===== config.mk =====
export PLATFORM = sky130hd
export DESIGN_NAME = matrix_rd_seq
export DESIGN_NICKNAME = d
export VERILOG_FILES = /design/src/rtl/matrix_pkg.sv /design/src/rtl/matrix_addr_walk.sv /design/src/rtl/matrix_rd_seq.sv
export SDC_FILE = /design/constraint.sdc
export NUM_CORES = 1
export LEC_CHECK = 0
export ABC_AREA = 1
export CAP_MARGIN = 20
export CORE_UTILIZATION = 55
export CTS_CLUSTER_DIAMETER = 40
export CTS_CLUSTER_SIZE = 20
export DETAILED_ROUTE_END_ITERATION = 10
export GPL_TIMING_DRIVEN = 0
export HOLD_SLACK_MARGIN = 0.12
export PLACE_DENSITY = 0.82
export REMOVE_ABC_BUFFERS = 1
export SETUP_SLACK_MARGIN = 0.3
export SYNTH_ARGS = -nofsm -noshare
export SYNTH_HDL_FRONTEND = slang
export SYNTH_SLANG_ARGS = --single-unit

===== constraint.sdc =====
create_clock -name clka -period 5.3 [get_ports clka]
set_input_delay 0.53 -clock clka [delete_from_list [all_inputs] [get_ports clka]]
set_output_delay 0.53 -clock clka [all_outputs]
set_load 0.05 [all_outputs]

===== src/rtl/matrix_pkg.sv =====
// Shared types for the matrix read sequencer: read-buffer select codes,
// sequencer states and the BRAM read latency.
package matrix_pkg;

    typedef enum logic [1:0] {
        SEL_BUF0 = 2'b00,
        SEL_BUF1 = 2'b01,
        SEL_RAM  = 2'b10
    } dp_sel_e;

    typedef enum logic [1:0] {
        IDLE  = 2'b00,
        RUN   = 2'b01,
        DRAIN = 2'b10
    } rd_state_e;

    localparam int RAM_RD_LAT = 2;

endpackage


===== src/rtl/matrix_addr_walk.sv =====
// Address generator for an R x C row-major matrix, walked either row-major
// or column-major; flags the final element of the walk.
module matrix_addr_walk #(
    parameter int ADDR_MSB = 11,
    parameter int DIM_W    = 7
) (
    input  logic                clka,
    input  logic                rsta,
    input  logic                load,
    input  logic                advance,
    input  logic [ADDR_MSB:0]   cfg_base,
    input  logic [DIM_W-1:0]    cfg_rows,
    input  logic [DIM_W-1:0]    cfg_cols,
    input  logic                cfg_col_major,
    output logic [ADDR_MSB:0]   addr,
    output logic                last
);

    typedef logic [ADDR_MSB:0] addr_t;
    typedef logic [DIM_W-1:0]  dim_t;

    addr_t line_ptr;
    dim_t  row_idx;
    dim_t  col_idx;
    dim_t  rows_q;
    dim_t  cols_q;
    logic  col_major_q;
    logic  row_end;
    logic  col_end;

    assign row_end = (row_idx + dim_t'(1)) == rows_q;
    assign col_end = (col_idx + dim_t'(1)) == cols_q;
    assign last    = row_end && col_end;

    always_ff @(posedge clka) begin
        if (rsta) begin
            addr        <= '0;
            line_ptr    <= '0;
            row_idx     <= '0;
            col_idx     <= '0;
            rows_q      <= '0;
            cols_q      <= '0;
            col_major_q <= 1'b0;
        end else if (load) begin
            addr        <= cfg_base;
            line_ptr    <= cfg_base;
            row_idx     <= '0;
            col_idx     <= '0;
            rows_q      <= cfg_rows;
            cols_q      <= cfg_cols;
            col_major_q <= cfg_col_major;
        end else if (advance) begin
            if (col_major_q) begin
                // Column walk: stride by C down a column, then restart at the next column head.
                if (row_end) begin
                    row_idx  <= '0;
                    col_idx  <= col_idx + dim_t'(1);
                    line_ptr <= line_ptr + addr_t'(1);
                    addr     <= line_ptr + addr_t'(1);
                end else begin
                    row_idx <= row_idx + dim_t'(1);
                    addr    <= addr + addr_t'(cols_q);
                end
            end else begin
                addr <= addr + addr_t'(1);
                if (col_end) begin
                    col_idx <= '0;
                    row_idx <= row_idx + dim_t'(1);
                end else begin
                    col_idx <= col_idx + dim_t'(1);
                end
            end
        end
    end

endmodule


===== src/rtl/matrix_rd_seq.sv =====
// Read sequencer feeding matrix_dp: issues one BRAM read per cycle under a
// two-element credit limit and streams the results out as valid/ready.
//
// state | meaning
// IDLE  | waiting for start; zero-sized walks complete here
// RUN   | issuing reads, one address per credit
// DRAIN | all addresses issued, waiting for the last element to be popped
module matrix_rd_seq
    import matrix_pkg::*;
#(
    parameter int ADDR_MSB = 11,
    parameter int DIM_W    = 7
) (
    input  logic                clka,
    input  logic                rsta,
    input  logic                start,
    input  logic [ADDR_MSB:0]   cfg_base,
    input  logic [DIM_W-1:0]    cfg_rows,
    input  logic [DIM_W-1:0]    cfg_cols,
    input  logic                cfg_col_major,
    output logic                busy,
    output logic                done,
    output logic [ADDR_MSB:0]   dp_addra,
    output logic                dp_shift,
    output logic [1:0]          dp_out_sel,
    input  logic [31:0]         dp_douta,
    output logic                m_valid,
    input  logic                m_ready,
    output logic [31:0]         m_data,
    output logic                m_last
);

    typedef logic [2*DIM_W-1:0] rem_t;

    rd_state_e             state;
    rd_state_e             state_nxt;
    logic [RAM_RD_LAT-1:0] iss_pipe;
    logic [1:0]            outstanding;
    logic                  v0;
    logic                  v1;
    rem_t                  remaining;
    logic                  zero_done;
    logic                  size_zero;
    logic                  start_ok;
    logic                  issue;
    logic                  arr;
    logic                  pop;
    logic                  walk_last;
    dp_sel_e               head;

    assign size_zero = (cfg_rows == '0) || (cfg_cols == '0);
    assign start_ok  = (state == IDLE) && start;
    assign arr       = iss_pipe[RAM_RD_LAT-1];
    assign m_valid   = v0 || v1 || arr;
    assign pop       = m_valid && m_ready;
    // A pop in the same cycle frees a credit, so issue may follow m_ready combinationally.
    assign issue     = (state == RUN) && ((outstanding != 2'd2) || pop);
    assign dp_shift  = arr && !((head == SEL_RAM) && pop);
    assign dp_out_sel = head;
    assign m_data    = dp_douta;
    assign m_last    = m_valid && (remaining == rem_t'(1));

    always_comb begin
        head = SEL_RAM;
        if (v0)
            head = SEL_BUF0;
        else if (v1)
            head = SEL_BUF1;
    end

    matrix_addr_walk #(
        .ADDR_MSB (ADDR_MSB),
        .DIM_W    (DIM_W)
    ) u_walk (
        .clka          (clka),
        .rsta          (rsta),
        .load          (start_ok && !size_zero),
        .advance       (issue),
        .cfg_base      (cfg_base),
        .cfg_rows      (cfg_rows),
        .cfg_cols      (cfg_cols),
        .cfg_col_major (cfg_col_major),
        .addr          (dp_addra),
        .last          (walk_last)
    );

    always_ff @(posedge clka) begin
        if (rsta)
            state <= IDLE;
        else
            state <= state_nxt;
    end

    always_comb begin
        state_nxt = state;
        case (state)
            IDLE:    if (start && !size_zero) state_nxt = RUN;
            RUN:     if (issue && walk_last) state_nxt = DRAIN;
            DRAIN:   if (outstanding == 2'd0) state_nxt = IDLE;
            default: state_nxt = IDLE;
        endcase
    end

    always_comb begin
        busy = 1'b0;
        done = zero_done;
        case (state)
            RUN:   busy = 1'b1;
            DRAIN: begin
                busy = 1'b1;
                if (outstanding == 2'd0)
                    done = 1'b1;
            end
            default: ;
        endcase
    end

    always_ff @(posedge clka) begin
        if (rsta) begin
            iss_pipe    <= '0;
            outstanding <= '0;
            v0          <= 1'b0;
            v1          <= 1'b0;
            remaining   <= '0;
            zero_done   <= 1'b0;
        end else begin
            iss_pipe    <= {iss_pipe[RAM_RD_LAT-2:0], issue};
            outstanding <= outstanding + 2'(issue) - 2'(pop);
            zero_done   <= start_ok && size_zero;
            if (start_ok)
                remaining <= rem_t'(cfg_rows) * rem_t'(cfg_cols);
            else if (pop)
                remaining <= remaining - rem_t'(1);
            // On shift the arrival lands in buf1 and buf1 moves down to buf0.
            if (dp_shift) begin
                v0 <= v1 && !(pop && (head == SEL_BUF1));
                v1 <= 1'b1;
            end else begin
                v0 <= v0 && !pop;
                v1 <= v1 && !(pop && (head == SEL_BUF1));
            end
        end
    end

    a_buf_state: assert property (@(posedge clka) disable iff (rsta) !(v0 && !v1));
    a_no_overflow: assert property (@(posedge clka) disable iff (rsta) !(arr && v0 && v1));
    a_credit: assert property (@(posedge clka) disable iff (rsta) outstanding <= 2'd2);

endmodule


### Word-level counts from Yosys, hierarchy flattened

Index checks and enable logic that the tools add are counted.
Widths: inputs -> output; s select.

| word-level totals | value |
|---|---|
| RAM bits | 0 |
| output and inout bits | 51 |
| bits in read-only memories | 0 |
| latch bits | 0 |
| bits in registers | 76 |
| memories kept | 0 |

| operators by class | value |
|---|---|
| shifts and indexed selects | 0 |
| bitwise gates (word level) | 0 |
| eq/ne operators | 12 |
| multipliers | 1 |
| reduce and logical (&&, ||, !) cells | 37 |
| $add $sub $neg | 8 |
| div/mod/pow operators | 0 |
| mux-type cells | 27 |
| $lt $le $gt $ge | 0 |

Operators with widths:

| cell | number |
|---|---|
| $mux 12 | 8 |
| $mux 7 | 6 |
| $mux 14 | 2 |
| $add 12x1->12 const B | 2 |
| $add 7x1->7 const B | 2 |
| $eq 14x1->1 const B | 1 |
| $eq 7x7->1 | 2 |
| $logic_and 1x1->1 | 14 |
| $logic_not 7->1 | 2 |
| $mul 7x7->14 | 1 |
| $sub 14x1->14 const B | 1 |
| $add 12x7->12 | 1 |
| $mux 2 | 5 |
| $reduce_bool 2->1 | 5 |
| $ne 2x2->1 const B | 3 |
| $pmux 2 s3 | 1 |
| $reduce_and 3->1 | 2 |
| $mux 1 | 5 |
| $eq 2x1->1 const B | 2 |
| $eq 2x2->1 const B | 2 |
| $logic_not 1->1 | 4 |
| $logic_not 2->1 | 2 |
| $logic_or 1x1->1 | 4 |
| $ne 2x1->1 const B | 2 |
| 4 further kinds | 6 |

### Longest topological paths before layout

| logic depth | value |
|---|---|
| depth after elaboration | 8 |
| depth in mapped cells | 20 |

### Hierarchy

A second synthesis with hierarchy kept.

| second synthesis, totals | value |
|---|---|
| cells, all modules | 1,096 |
| area, all modules | 7,173.1 um2 |

Modules (own cells, without submodules):

| module | cells an instance | times used | area each (um2) |
|---|---|---|---|
| matrix_addr_walk | 583 | 1 | 3,713.6 |
| matrix_rd_seq | 513 | 1 | 3,459.6 |

### Worst setup path before layout

OpenSTA, ideal clock, no wires.

| timing path | value |
|---|---|
| path kind | input -> register |
| start | input cfg_rows[3] |
| end | register remaining[13] |
| setup slack | 0.917 ns |
| setup time | 0.071 ns |
| arrival time | 4.312 ns |
| stages on the path | 20 |
| data required time | 5.229 ns |
| cells stage by stage | buf_2 -> nand2_1 -> inv_1 -> fa_1 -> inv_1 -> fa_1 -> inv_1 -> fa_1 -> inv_1 -> fa_1 -> inv_1 -> ha_1 -> a21oi_1 -> o21ai_0 -> a21oi_1 -> o21ai_0 -> or2_2 -> nand3_1 -> nand2_1 -> a21oi_1 |

| on the way | value |
|---|---|
| cells in the longest elaborated chain, start to end | 2 |

RTL lines:

| element | RTL line | RTL |
|---|---|---|
| from (decl) | matrix_rd_seq.sv:18 | `input logic [DIM_W-1:0] cfg_rows,` |
| $mul 7x7->14 | matrix_rd_seq.sv:131 | `remaining <= rem_t'(cfg_rows) * rem_t'(cfg_cols);` |
| $mux 14 | matrix_rd_seq.sv:130 | `if (start_ok)` |
| to (signal assigned) | matrix_rd_seq.sv:131 |  |
| to (signal assigned) | matrix_rd_seq.sv:133 | `remaining <= remaining - rem_t'(1);` |
| to (decl) | matrix_rd_seq.sv:41 | `rem_t remaining;` |

Every way passes these cells.
A chain may end at the register's enable or synchronous reset.

### Worst setup path after layout

| timing path | value |
|---|---|
| start | input cfg_rows[1] |
| end | register remaining[13] |

The elaborated chain is that of the path after synthesis.

==> results by group <==
Clocking
  • Clock buffer depth: 2
  • Number of buffers created by CTS: 9
  • Root buf cell: clkbuf_16
  • Clock transition at the registers of the reported paths: 60 ps
  • Post-CTS Setup Bufs: 0
  • Clk_lat worst skew: 350 ps
  • CTS sink cnt: 76
  • CTS tree: done
  • H-Tree Depth: 3
  • CTS hold repair buffers: 0

Floorplanning
  • Initial core utilization: 56.3%
  • Die width: 115 um
  • Die area: 0.0133 mm2
  • Num ports: 114
  • CORE AREA: 0.0126 mm2
  • Die span in y: 115 um
  • Std cell rows: 41

Yosys
  • Post-Synth Simple-Gate Area: 29.8%
  • Yosys warns: 0
  • Number of flops mapped to enable cells by yosys: 0
  • Compound-gate portion of the synthesized area: 14.6%
  • Cell count after synthesis: 1,063
  • Sequential area share after synthesis: 21.5%
  • Synth cell types: 51
  • Synth Flop Type: dfxtp_1
  • Main combinational cell family by area after synthesis: simple AND/OR/NAND/NOR gates
  • Area of the mapped netlist: 0.00708 mm2
  • Mux contribution to synthesized area: 0%
  • Syn Area/Cell: 6.66 um2
  • Async set or reset register ratio after synthesis: 0%
  • Synth Area in XOR/XNOR: 3.91%
  • Synthesized flop and latch total: 76
  • Adder-Cell Fraction of Synth Area: 15.9%

Power
  • Leakage: 0.00383 uW
  • P per Cell Area: 443 mW/mm2
  • Max rail drop VDD: 0.000181 V

Worst setup path
  • Critical-path top delay cell: fa_1
  • Worst-path cell chain: clkdlybuf4s15_1 -> nand2_1 -> fa_1 -> fa_1 -> inv_1 -> fa_1 -> inv_1 -> fa_1 -> inv_1 -> ha_1 -> a21oi_1 -> o21ai_0 -> a21oi_1 -> o21ai_0 -> or2_2 -> nand3_1 -> nand2_1 -> a21oi_1
  • Critical path's largest stage delay: 550 ps
  • Maximum fanout along the worst path: 9
  • Crit. End Element: flop
  • CP arrival: 5030 ps
  • Worst EP required: 5560 ps
  • CP Class: in2reg
  • Top cell by count, worst path: fa_1
  • Worst setup SP type: input pin

Job
  • MaxCap Viol Count: 0

Routing
  • Vias: 6,751
  • Initial DRC Count: 460
  • Post-route DRC: 0
  • Final ANT Viol Nets: 0
  • Routed wire length per instance: 14.7 um
  • First-pass iteration count of the detailed router: 5
  • Final wirelength: 18.1 mm
  • Via density: 5.49

STA
  • Hold_ws: 424 ps
  • FMAX: 210 MHz
  • Endpoints failing setup: 0
  • Fin. max-slew vios: 0
  • Setup TNS: 0 ps
  • Slew margin rel.: 28.1%
  • Final min period: 4770 ps
  • Measured slew at the worst slew-check pin: 1080 ps
  • Worst clock skew: 6.78 ps
  • Tcrit/Tclk final: 89.9%
  • RSZ-0062 raised after global routing: no
  • Final Hold Fails: 0

Finish
  • Share of layout cells above drive strength 1: 6.05%
  • Final net count: 1,192
  • Layout area overhead: 8.52%
  • FILL cells: 1,195
  • Design area: 0.00768 mm2
  • ANT cells: 0

Placement
  • GPL Wtd Cong: 0.897
  • Post-DP HPWL: 13.5 mm
  • PortBufs: 49
  • Placed cell areas: 0.00739 mm2

Global route
  • Initial antenna violation count: 0
  • Overall Global Routing Usage: 28.5%
  • First-pass GRT wire length: 29.8 mm
  • Largest net degree at the start of global routing: 54
  • Vias in the first global route: 6,259
  • Gr ovfl total: 0

Hold path
  • HP Class: reg2reg

Run status
  • Status: finished, final reports clean
==> where the power goes <==
part           internal, uW  switching (uW)  leakage [uW]  total (uW)
Combinational           671            1240       0.00307        1920
Clock                   325             249      0.000138         573
Sequential              728             187      0.000624         915
Total                  1720            1680       0.00383        3400
==> placed cells by master (no fill, tap or decap), types with 2 or more instances in the layout <==
master             n
a21o_1             3
o21bai_1           3
nor3_1            13
nor2_8             3
o21ai_1           12
a211oi_1           5
clkinv_2           4
dfxtp_1           76
nor2_2            12
xnor2_1           10
o21ai_0           61
inv_1            152
a21boi_0           2
dlymetal6s2s_1    10
xor2_1            19
fa_1              25
clkbuf_16          9
nand2_1          237
a21oi_1           84
nor2_1            92
inv_2              3
nand3_1           67
clkdlybuf4s50_1   37
nand3b_1           2
nand2_2           11
nand2_4            4
nand4_1           17
nand3_2            2
or2_2              4
o211ai_1           2
nor4_1             4
ha_1              50
==> metrics by stage <==
stage / power [uW] / utilization [%] / instances / setup slack (ps)
detailed placement: 2820 / 58.8 / 1215 / -70.0
floorplan: 2310 / - / 992 / 1070
CTS: 3400 / 60.9 / 1230 / 329
global placement: 2760 / 58.5 / 1213 / -12.0
global route: 3690 / 61.1 / 1230 / 302
finish: 3400 / 61.1 / 1230 / 533
==> cell families after synthesis <==
| group | after synthesis |
|---|---|
| compound gates | 185 |
| xor+xnor | 30 |
| buf+inv | 226 |
| fa+ha+maj | 75 |
| simple gates | 471 |
| flops | 76 |
==> final timing paths <==
check,startpoint,to,slack [ps],cells after the start
min reg2reg,iss_pipe[0],iss_pipe[1],420,2
max,cfg_rows[1],remaining[13],530,18
max reg2reg,state[0],u_walk.col_idx[0],2250,8
min,iss_pipe[0],iss_pipe[1],420,2
==> cell usage after synthesis (2+ instances only) <==
cell	count	share of area, %
nand2_1	237	13
inv_1	152	8.1
nor2_1	92	4.9
a21oi_1	84	5.9
dfxtp_1	76	22
nand3_1	67	4.7
o21ai_0	61	4.3
ha_1	50	8.8
buf_4	32	3.4
fa_1	25	7.1
buf_2	21	1.5
xor2_1	19	2.4
nand4_1	17	1.5
nor3_1	13	0.92
clkbuf_1	12	0.64
nor2_2	12	1.1
o21ai_1	12	0.85
nand2_2	11	0.97
xnor2_1	10	1.2
a211oi_1	5	0.53
nand2_4	4	0.64
nor4_1	4	0.35
or2_2	4	0.35
a21o_1	3	0.32
buf_1	3	0.16
inv_2	3	0.16
nor2_8	3	0.85
o21bai_1	3	0.32
a21boi_0	2	0.21
buf_6	2	0.32
nand3_2	2	0.28
nand3b_1	2	0.21
o211ai_1	2	0.21
==> layout make-up <==
class / count / area [um2] / area share, %
Multi-Input combinational cell: 761 / 4540 / 59.2
Sequential cell: 76 / 1520 / 19.8
Inverter: 155 / 582 / 7.58
Timing Repair Buffer: 51 / 549 / 7.15
Clock buffer: 10 / 239 / 3.11
Tap cell: 172 / 215 / 2.80
Clock inverter: 5 / 28.8 / 0.375
==> layer usage <==
metal	share of wire, %	vias up	wire length [um]	global-route usage [%]
met4	2.5	0	455	10.5
li1	-	3365	-	-
met1	45	3117	8190	36.7
met5	0	-	0	2.96
met3	7.1	39	1290	7.32
met2	45	230	8150	45.8
==> flip-flops by register name, summed over array words and instances, names as in the netlist <==
| name | count |
|---|---|
| iss_pipe | 2 |
| outstanding | 2 |
| remaining | 14 |
| state | 2 |
| u_walk.addr | 12 |
| u_walk.col_idx | 7 |
| u_walk.col_major_q | 1 |
| u_walk.cols_q | 7 |
| u_walk.line_ptr | 12 |
| u_walk.row_idx | 7 |
| u_walk.rows_q | 7 |
| v0 | 1 |
| v1 | 1 |
| zero_done | 1 |
==> worst max-delay path: cells and delay by family <==
kind	cells	cell delay, ps
AOI/OAI and AO/OA	5	820
buffers and inverters	4	600
and+or+nand+nor	4	610
adders and majority gates	5	2470
==> what timing repair did <==
item / 4_1_cts / 5_1_grt
resized for setup: 2 / 13
setup endpoints to repair: 1 / 2
endpoints found under the hold margin: 0 / 0
Note: power is estimated with default switching activity, not from simulation.
